<file path="config.mk">
export PLATFORM = sky130hd
export DESIGN_NAME = ps2_rx
export DESIGN_NICKNAME = d
export VERILOG_FILES = /design/src/rtl/ps2_rx.sv
export SDC_FILE = /design/constraint.sdc
export NUM_CORES = 1
export LEC_CHECK = 0
export CORE_AREA = 2 2 79 81
export DETAILED_ROUTE_END_ITERATION = 10
export DIE_AREA = 0 0 81 83
export SYNTH_ARGS = -nofsm -noshare
export SYNTH_HDL_FRONTEND = slang
export SYNTH_SLANG_ARGS = --single-unit
</file>
<file path="constraint.sdc">
create_clock -name i_clk -period 5.39 [get_ports i_clk]
set_input_delay 1.078 -clock i_clk [delete_from_list [all_inputs] [get_ports i_clk]]
set_output_delay 1.078 -clock i_clk [all_outputs]
set_load 0.1 [all_outputs]
</file>
<file path="src/rtl/ps2_rx.sv">
// PS/2 device-to-host receiver: sync, glitch filter, 11-bit deframer,
// E0/F0 prefix folding, single-cycle scancode and error pulses.
module ps2_rx #(
  parameter int FILTER_LEN = 8,
  parameter int TIMEOUT    = 50000
) (
  input  logic       i_clk,
  input  logic       i_rst,
  input  logic       i_ps2_clk,
  input  logic       i_ps2_data,
  output logic [7:0] o_data,
  output logic       o_valid,
  output logic       o_ext,
  output logic       o_break,
  output logic       o_err
);

  localparam int TW = $clog2(TIMEOUT);
  localparam logic [TW-1:0] TO_MAX = TW'(TIMEOUT - 1);

  localparam logic [1:0] IDLE   = 2'd0;
  localparam logic [1:0] DATA   = 2'd1;
  localparam logic [1:0] PARITY = 2'd2;
  localparam logic [1:0] STOP   = 2'd3;

  logic [1:0]            clk_sync;
  logic [1:0]            dat_sync;
  logic [FILTER_LEN-1:0] flt;
  logic                  filt;
  logic                  filt_n;
  logic                  fall;
  logic                  bit_in;
  logic [1:0]            state;
  logic [3:0]            bitcnt;
  logic [7:0]            shift;
  logic                  par;
  logic                  ext_pend;
  logic                  brk_pend;
  logic [TW-1:0]         tcnt;
  logic                  tmo;
  logic                  good;

  // Filtered level only moves once the whole window agrees.
  always_comb begin
    filt_n = filt;
    if (flt == '0)
      filt_n = 1'b0;
    else if (&flt)
      filt_n = 1'b1;
  end

  assign fall   = filt & ~filt_n;
  assign bit_in = dat_sync[1];
  assign good   = bit_in & (^shift ^ par);
  assign tmo    = (state != IDLE) &&
                  (tcnt == TO_MAX) && !fall;

  always_ff @(posedge i_clk) begin
    if (i_rst) begin
      clk_sync <= 2'b11;
      dat_sync <= 2'b11;
      flt      <= '1;
      filt     <= 1'b1;
      state    <= IDLE;
      bitcnt   <= '0;
      shift    <= '0;
      par      <= 1'b0;
      ext_pend <= 1'b0;
      brk_pend <= 1'b0;
      tcnt     <= '0;
      o_data   <= '0;
      o_valid  <= 1'b0;
      o_ext    <= 1'b0;
      o_break  <= 1'b0;
      o_err    <= 1'b0;
    end else begin
      clk_sync <= {clk_sync[0], i_ps2_clk};
      dat_sync <= {dat_sync[0], i_ps2_data};
      flt      <= {flt[FILTER_LEN-2:0], clk_sync[1]};
      filt     <= filt_n;
      o_valid  <= 1'b0;
      o_ext    <= 1'b0;
      o_break  <= 1'b0;
      o_err    <= 1'b0;

      if (fall || state == IDLE)
        tcnt <= '0;
      else if (tcnt != '1)
        tcnt <= tcnt + 1'b1;

      if (fall) begin
        unique case (state)
          IDLE: begin
            if (!bit_in) begin
              state  <= DATA;
              bitcnt <= '0;
            end
          end
          DATA: begin
            shift  <= {bit_in, shift[7:1]};
            bitcnt <= bitcnt + 1'b1;
            if (bitcnt == 4'd7)
              state <= PARITY;
          end
          PARITY: begin
            par   <= bit_in;
            state <= STOP;
          end
          STOP: begin
            state <= IDLE;
            if (!good) begin
              o_err    <= 1'b1;
              ext_pend <= 1'b0;
              brk_pend <= 1'b0;
            end else if (shift == 8'hF0) begin
              brk_pend <= 1'b1;
            end else if (shift == 8'hE0) begin
              ext_pend <= 1'b1;
            end else begin
              o_valid  <= 1'b1;
              o_data   <= shift;
              o_ext    <= ext_pend;
              o_break  <= brk_pend;
              ext_pend <= 1'b0;
              brk_pend <= 1'b0;
            end
          end
        endcase
      end else if (tmo) begin
        state    <= IDLE;
        o_err    <= 1'b1;
        ext_pend <= 1'b0;
        brk_pend <= 1'b0;
      end
    end
  end

endmodule

</file>
==> results by group <==
Setup path
  – CP arrival: 1830 ps
  – Crit path buf inv count: 1
  – CP Launch Type: register
  – Crit path capture type: primary output
  – Worst-path fanout max: 2
  – Critical path's top delay family: buffers and inverters
  – Crit Path Class: reg -> out
  – WP data required: 4310 ps
  – CP max-delay cell: clkdlybuf4s50_1
  – CP peak stage delay: between 1000 and 1500 ps
  – Cells along the critical path: clkdlybuf4s50_1

Logic synthesis
  – Register area share after synthesis: about 45%
  – Mapped Avg Cell Area: about 9.0 sq um
  – Distinct cells, synth: 41
  – Post-synthesis net count: 305
  – Post-Syn Area: 0.00259 sq mm
  – Synth Warn #: 0
  – Register bit count reported by yosys: 58
  – Mapped Cells: 289

Global routing
  – Largest net degree at the start of global routing: 41
  – Busiest grt layer: met2
  – Met1 Resource Use GR: between 20% and 30%
  – Vias in the first global route: 1922
  – Grt met2 use: 26.3%
  – Antenna violations before repair: 0
  – Gr usage total: 16.8%
  – First-pass GRT wire length: approximately 9000 um
  – Overflow after GRT: 0
  – Met3 usage: 6.85%

Timing
  – Finish-stage setup viols: 0
  – Clk_skew: 7.55 ps
  – RSZ-0062 raised after global routing: no
  – Tmin final: 2910 ps
  – Period utilization: between 50 and 60%
  – Worst-Margin Slew: 973 ps
  – Final-report hold violation count: 0
  – Slew headroom: approximately a third
  – FMAX: 344 MHz
  – Setup TNS: 0 ps
  – Max-slew violations: 0

Finish
  – Most common cell after layout, fill and taps aside: dfxtp_1
  – Ant. Diodes: 0
  – Share of cells above drive strength 1: between 10% and 20%
  – Nets: between 300 and 400
  – Most frequent cells in the layout: 58 x dfxtp_1, 38 x nor2_1, 19 x nand2_1, 19 x a21oi_1
  – Syn-to-layout area delta: 17.2%

CTS
  – Root Buffer: clkbuf_8
  – Cts hold-fix bufs: 0
  – Clk buf depth: 2
  – Post-CTS Setup Inserts: 0
  – Post_cts resized: 0
  – H-tree Lvls: 3
  – CTS tree: built
  – Clk_lat worst skew: 350 ps
  – Worst-path clk slew: 80 ps
  – Clk sinks: 58
  – CTS buffer count: 9

Detailed routing
  – Initial DRC Count: 82
  – TritonRoute pass-1 iters: 4
  – Via total after detailed routing: 1986
  – Final ANT Viol Nets: 0
  – Total Routed Length: 5090 um
  – WL/cell: between 10 and 15 um
  – Drt via density: 5.13
  – # DRC: 0

Place
  – GPL Wtd Cong: about 0.81
  – Port buffer count: 15
  – Post-DP HPWL: 3450 um

Power and ir drop
  – Leakage: 1.05 nW
  – Pwr per Cell Area: 295 mW/mm^2
  – VDD IR max: 0.000237 V
  – Overall power: 0.000897 W

Die
  – Core area: roughly 0.0058 sq mm
  – Die X: ~81 um
  – Standard-cell rows: 28
  – I/O pin count: 16
  – Die area: 0.00672 sq mm
  – Initial Util: 44.6%
  – Chip Height: about 83 um

Run status
  – Outcome: finished, final reports clean

Min path
  – Hold Crit Class: reg -> reg

Flow run
  – Max-Cap Viols: 0
## sequential cells by signal (all words and copies together) (netlist names), 2 cells and up
register and count:
tcnt 16, flt 8, o_data 8, shift 8, bitcnt 4, clk_sync 2
dat_sync 2, state 2
## final timing paths
path                               start               endpoint  slack (ps)  depth (start not counted)
setup / recovery  o_data[6]$_SDFFE_PP0P_              o_data[6]        2480                          1
hold / removal    clk_sync[1]$_SDFF_PP1_      flt[0]$_SDFF_PP1_         410                          1
setup reg to reg   shift[0]$_SDFFE_PP0P_  brk_pend$_SDFFE_PP0P_        2970                          7
hold reg to reg   clk_sync[1]$_SDFF_PP1_      flt[0]$_SDFF_PP1_         410                          1
## synthesized netlist by cell type
master	n	area (sq um)
nor2_1	38	143
clkbuf_1	8	30.0
a21o_1	1	7.51
nor4_1	3	18.8
a22oi_1	2	15.0
or4_1	1	7.51
and3_2	1	7.51
nand3_1	13	65.1
a2111oi_0	2	17.5
nand3_2	1	10.0
nor3_1	10	50.1
o2111ai_1	3	26.3
or3_1	1	6.26
xor2_1	1	8.76
inv_1	15	56.3
o21ai_0	6	30.0
ha_1	12	150
nor2_2	1	6.26
nand2_1	19	71.3
nor3_4	1	16.3
mux2i_1	9	90.1
o22ai_1	1	6.26
a32oi_1	2	17.5
nor2b_1	3	18.8
a21oi_1	19	95.1
a211oi_1	5	37.5
nor4_4	2	42.5
and4_1	2	17.5
a31oi_1	1	6.26
buf_2	2	10.0
and3_1	3	18.8
a21boi_0	1	7.51
and2_1	6	37.5
nand4_1	6	37.5
xnor2_1	12	105
a311oi_1	1	8.76
or2_2	12	75.1
nand3b_1	3	22.5
dfxtp_1	58	1160
xnor3_4	1	26.3
a41o_1	1	10.0
## layer usage
| metal | vias up | share of wire [%] |
|---|---|---|
| met3 | 8 | 3.9 |
| li1 | 1050 | - |
| met1 | 906 | 49 |
| met4 | 0 | 1.3 |
| met2 | 22 | 46 |
| met5 | - | 0 |
## stage by stage
step	setup slack [ps]	util (%)	hold WS [ps]	instance area, sq um	cells
floorplan	3280	-	389	2590	289
global placement	2450	48.4	393	2810	371
detailed placement	2420	48.4	395	2810	371
CTS	2460	52.3	413	3040	387
global route	2420	52.3	433	3040	387
finish	2480	52.3	411	3040	387
## where the power goes
part,switching (W),leakage (nW),internal [W],total (W)
logic,0.00000615,0.468,0.00000453,0.0000107
registers,0.00000123,0.468,0.000430,0.000431
clock network,0.000191,0.110,0.000264,0.000455
total,0.000199,1.05,0.000698,0.000897
## layout make-up
cell class	count	area [sq um]
tap	75	93.8
fill	585	2780
clock inverter	7	103
inverter	15	56.3
sequential	58	1160
timing repair buffer	17	165
clock buffer	9	124
multi-input combinational	206	1340
## kinds of logic (layout without fill, tap and decap cells)
family	after synthesis	count (layout)	share of synthesized area, %
and+or+nand+nor	126	126	25.9
AOI/OAI and AO/OA	45	45	11.0
muxes	9	9	3.47
xor gates and xnor gates	14	14	5.40
adders and majority gates	12	12	5.79
buffers and inverters	25	48	3.71
DFF	58	58	44.7
No activity file was read; power rests on OpenSTA's default activity.
